File: src/rtl/feedback_div_pkg.sv
// Shared constants for the PLL feedback pulse-swallow counter.
// MIN_P keeps the divided clock toggling even when P is programmed to 0 or 1.
package feedback_div_pkg;
   localparam int P_WIDTH   = 6;
   localparam int S_WIDTH   = 5;
   localparam int DEFAULT_P = 32;
   localparam int DEFAULT_S = 0;
   localparam int MIN_P     = 2;
endpackage

File: src/rtl/feedback_div_counter_if.sv
// Configuration and output bundle of the feedback divider counter.
// The counter block is the slave; the enclosing wrapper/bench is the master.
interface feedback_div_counter_if;
   import feedback_div_pkg::*;

   logic [P_WIDTH-1:0] divP;
   logic [S_WIDTH-1:0] divS;
   logic               skip;
   logic               clkDiv;
   logic               wrapPulse;

   modport master (output divP, divS, input skip, clkDiv, wrapPulse);
   modport slave  (input divP, divS, output skip, clkDiv, wrapPulse);
endinterface

File: src/rtl/feedback_div_counter.sv
// Pulse-swallow counter behind the 2/3 prescaler: one output period spans
// 2*P + S fast-clock cycles. Single copy; triplication happens in the wrapper.
module feedback_div_counter (
   input logic                   clk1G28,
   input logic                   enable,
   feedback_div_counter_if.slave fb
);
   import feedback_div_pkg::*;

   function automatic logic [P_WIDTH-1:0] p_eff_of(input logic [P_WIDTH-1:0] p);
      return (p < P_WIDTH'(MIN_P)) ? P_WIDTH'(MIN_P) : p;
   endfunction

   function automatic logic [P_WIDTH-1:0] s_eff_of(input logic [S_WIDTH-1:0] s,
                                                   input logic [P_WIDTH-1:0] pe);
      return (P_WIDTH'(s) > pe) ? pe : P_WIDTH'(s);
   endfunction

   logic [P_WIDTH-1:0] cnt_reg, cnt_next;
   logic [P_WIDTH-1:0] shadow_p_reg, shadow_p_next;
   logic [S_WIDTH-1:0] shadow_s_reg, shadow_s_next;
   logic [P_WIDTH-1:0] p_eff, p_eff_next, s_eff_next;
   logic               skip_reg, skip_next;
   logic               clk_div_reg, clk_div_next;
   logic               wrap_reg, wrap_next;
   logic               at_end, upset;

   always_comb begin
      p_eff         = p_eff_of(shadow_p_reg);
      upset         = (cnt_reg >= p_eff);
      at_end        = (cnt_reg == p_eff - P_WIDTH'(1));
      cnt_next      = cnt_reg + P_WIDTH'(1);
      shadow_p_next = shadow_p_reg;
      shadow_s_next = shadow_s_reg;

      // An out-of-range count is only reachable through an upset; recover
      // immediately without reloading the configuration.
      if (upset) begin
         cnt_next = '0;
      end else if (at_end) begin
         cnt_next      = '0;
         shadow_p_next = fb.divP;
         shadow_s_next = fb.divS;
      end

      // Outputs are decoded from the state being entered so they are registered.
      p_eff_next   = p_eff_of(shadow_p_next);
      s_eff_next   = s_eff_of(shadow_s_next, p_eff_next);
      skip_next    = (cnt_next < s_eff_next);
      clk_div_next = (cnt_next < (p_eff_next >> 1));
      wrap_next    = upset || (cnt_next == p_eff_next - P_WIDTH'(1));
   end

   always_ff @(posedge clk1G28 or negedge enable) begin
      if (!enable) begin
         cnt_reg      <= '0;
         shadow_p_reg <= P_WIDTH'(DEFAULT_P);
         shadow_s_reg <= S_WIDTH'(DEFAULT_S);
         skip_reg     <= 1'b0;
         clk_div_reg  <= 1'b0;
         wrap_reg     <= 1'b0;
      end else begin
         cnt_reg      <= cnt_next;
         shadow_p_reg <= shadow_p_next;
         shadow_s_reg <= shadow_s_next;
         skip_reg     <= skip_next;
         clk_div_reg  <= clk_div_next;
         wrap_reg     <= wrap_next;
      end
   end

   assign fb.skip      = skip_reg;
   assign fb.clkDiv    = clk_div_reg;
   assign fb.wrapPulse = wrap_reg;
endmodule

File: src/flat_wrapper.sv
// flat-port wrapper written by rule: the top's interface ports become plain ports
module feedback_div_counter_flat import feedback_div_pkg::*;
  (clk1G28, enable, fb_divP, fb_divS, fb_skip, fb_clkDiv, fb_wrapPulse);
  feedback_div_counter_if fb_i ();
  input logic clk1G28;
  input logic enable;
  input wire logic [$bits(fb_i.divP)-1:0] fb_divP;
  input wire logic [$bits(fb_i.divS)-1:0] fb_divS;
  output wire logic [$bits(fb_i.skip)-1:0] fb_skip;
  output wire logic [$bits(fb_i.clkDiv)-1:0] fb_clkDiv;
  output wire logic [$bits(fb_i.wrapPulse)-1:0] fb_wrapPulse;
  assign fb_i.divP = fb_divP;
  assign fb_i.divS = fb_divS;
  assign fb_skip = fb_i.skip;
  assign fb_clkDiv = fb_i.clkDiv;
  assign fb_wrapPulse = fb_i.wrapPulse;
  feedback_div_counter u_core (.clk1G28(clk1G28), .enable(enable), .fb(fb_i));
endmodule
File: config.mk
export PLATFORM = sky130hd
export DESIGN_NAME = feedback_div_counter_flat
export DESIGN_NICKNAME = d
export VERILOG_FILES = /design/src/rtl/feedback_div_pkg.sv /design/src/rtl/feedback_div_counter_if.sv /design/src/rtl/feedback_div_counter.sv /design/src/flat_wrapper.sv
export SDC_FILE = /design/constraint.sdc
export NUM_CORES = 1
export LEC_CHECK = 0
export CORE_MARGIN = 4
export CORE_UTILIZATION = 49
export DETAILED_ROUTE_END_ITERATION = 7
export PLACE_DENSITY = 0.8
export SLEW_MARGIN = 15
export SYNTH_ARGS = -nofsm -noshare
export SYNTH_HDL_FRONTEND = slang
export SYNTH_SLANG_ARGS = --single-unit
File: constraint.sdc
create_clock -name clk1G28 -period 7.4 [get_ports clk1G28]
set_input_delay 1.48 -clock clk1G28 [delete_from_list [all_inputs] [get_ports clk1G28]]
set_output_delay 1.48 -clock clk1G28 [all_outputs]
set_load 0.01 [all_outputs]
==> results.toml <==
[outcome]
status = "finished, final reports clean"

[drt]
routedWlPerCell_um = 17.4
drtIter0Drc = 124
drc = 0
vias = 1749
viasPerCell = 6.16
first_pass_iters = 4
drtAntennaViolNets = 0
drt_wl_total_mm = 4.94

[yosys]
yosys_most_used_dff = "dfrtp_1"
synthTopCellsByArea = "dfrtp_1 25%, ha_1 15%, mux2i_1 4.6%"
yosysSeqAreaShare_pct = 25.9
yosysTopAreaCellShare_pct = 24.5
synthCells = 225
netlist.top_cell.by_area = "dfrtp_1"
synthesis.area_mm2 = 0.00194
synth-warning-count = 0
async_reset_ff_share_pct = 100
syn_nets = 261
synth.distinct_cells = 55
ys_ff_latch = 20
synth_area_per_cell_um2 = 8.61
synth_enable_flop_cells = 0

[sta]
fin_setup_tns_ns = 0
worstMarginPinSlew_ns = 0.950
skew_ns = 0.00271
slew_headroom_pct = 36.5
finalCritPeriodShare_pct = 76.1
period_needed_ns = 5.63
rsz0062_at_grt = "false"
hold_violations = 0
finalSetupViolations = 0
finalMaxSlewViolations = 0
fmax_ghz = 0.178

[cts]
cts_buffer_depth = 2
numCtsBuffers = 3
clk_pin_slew_worst_paths_ns = 0.08
clock_tree.root_cell = "clkbuf_8"
clock_sinks = 20
clk_latency_ns = 0.27
cts_tree = "built"
cts_setup_buffers = 0
cts_hold_buf = 0
ctsResizeCount = 0
htreeDepth = 1

[min_path]
min_path_type = "flop to flop"
holdCritStartpoint = "u_core.shadow_s_reg[4]"
whs_path_depth = 2
min_to = "u_core.shadow_s_reg[4]"

[floorplanning]
start_util_pct = 51.8
rows = 22
fp.coreArea_mm2 = 0.00374
die_h_um = 70.9
ios = 16
die_w_um = 70.9
die_area_mm2 = 0.00503

[worst_setup_path]
r2r-start = "u_core.shadow_p_reg[2]"
reg2reg_to = "u_core.fb.skip"
cp-end-kind = "flop"
reg2reg_depth = 23
cp-start-kind = "flop"
critPathKind = "flop to flop"
worst_ep_required_time_ns = 7.61
critPathArrivalTime_ns = 5.84
rrSetupSlack_ns = 1.77
critPathMaxFanout = 11

[finish]
post-route-util_pct = 57.5
nets = 273
final_common_cell = "nand2_1"
layout_common_cells = "24 x nand2_1, 23 x ha_1, 19 x dfrtp_1"
syn_to_final_growth_pct = 11.1
final_cell_area_mm2 = 0.00215
diodes = 0
fin_cells = 284
drive_above_1_share_pct = 8.90

[placement]
place_area_mm2 = 0.00210
portBuffers = 15
dpl.cell_count = 280
place_hpwl_mm = 3.88
gp_congestion = 1.05

[run]
max_cap_violations = 0

[global_routing]
antenna_found_initial = 0
grt_pass1_vias = 1732
grt_max_degree = 21
grt-ovfl-total = 0
grt_use_total_pct = 20.2
grt_pass1_wl_mm = 8.25
## how the worst max path moves through the flow
stage,from,endpoint,slack [ns]
CTS,u_core.shadow_p_reg[2],u_core.fb.skip,1.86
global placement,u_core.shadow_p_reg[2],u_core.fb.skip,2.09
detailed placement,u_core.shadow_p_reg[2],u_core.fb.skip,1.88
global route,u_core.shadow_p_reg[2],u_core.fb.skip,1.40
finish,u_core.shadow_p_reg[2],u_core.fb.skip,1.77
floorplan,u_core.shadow_p_reg[3],u_core.fb.skip,2.48
## layer usage
| metal | GRT usage [%] | routed length (um) | up-vias |
|---|---|---|---|
| li1 | - | - | 828 |
| met1 | 25.8 | 2060 | 829 |
| met2 | 34.2 | 2400 | 71 |
| met3 | 2.84 | 286 | 21 |
| met4 | 8.56 | 193 | 0 |
| met5 | 0 | 0 | - |
## per-stage QoR
| stage | hold WS (ns) | setup slack [ns] |
|---|---|---|
| floorplan | 0.459 | 2.48 |
| global placement | 0.502 | 2.09 |
| detailed placement | 0.510 | 1.88 |
| CTS | 0.525 | 1.86 |
| global route | 0.554 | 1.40 |
| finish | 0.522 | 1.77 |
## worst max-delay path, cell delays in order, from the launching register on
cell and delay [ns]:
dfrtp_1 0.50, nor2_1 0.26, nand3_1 0.14, o21ai_1 0.37, inv_1 0.09, ha_1 0.29, nand2b_1 0.14, a31oi_1 0.19
o21a_1 0.33, o2111a_1 0.54, mux2i_1 0.41, ha_1 0.32, nor2b_1 0.14, o21a_1 0.15, o21ai_0 0.14, a21oi_1 0.09
o22a_1 0.20, nand2_2 0.15, mux2i_1 0.22, ha_1 0.27, a21o_1 0.18, a21o_1 0.16, a21oi_1 0.13, o31a_1 0.14
## area by class of cell
type / instances / area (um^2)
inverter: 18 / 67.6
timing repair buffer: 16 / 158
sequential: 20 / 502
fill: 342 / 1590
tap: 48 / 60.1
multi-input combinational: 178 / 1310
clock buffer: 4 / 55.1
## cells in the mapped netlist (2+ instances only)
cell and number:
o31ai_1 3, or4_1 2, a211oi_1 3, nand3_1 9, a21o_1 6, buf_6 2
or3_1 2, xor2_1 5, ha_1 23, dfrtp_1 19, o21ai_1 2, xnor2_1 6
nand4_1 4, inv_1 18, and3_1 4, mux2i_1 9, a31oi_1 2, o22ai_1 3
a21oi_1 12, nor2b_1 3, clkbuf_1 2, o21ai_0 4, buf_2 4, o21a_1 5
nand2b_1 4, nor2_1 16, or2_2 2, nand2_1 24
## cell families (layout without fill, tap and decap cells)
kind of cell,count (synthesis),in the layout,share of synthesized area (%)
multiplexers,11,11,5.94
other,1,1,0.193
flip-flops,20,20,25.9
adder cells (fa/ha/maj),23,23,14.8
XOR/XNOR,11,11,4.97
AND/OR/NAND/NOR,78,78,20.3
buffers and inverters,27,38,6.46
AO/OA/AOI/OAI,54,54,21.4
Power is left out: the tool's default activity adds up to more than one toggle a clock period on the data nets, which glitch-free logic cannot reach.
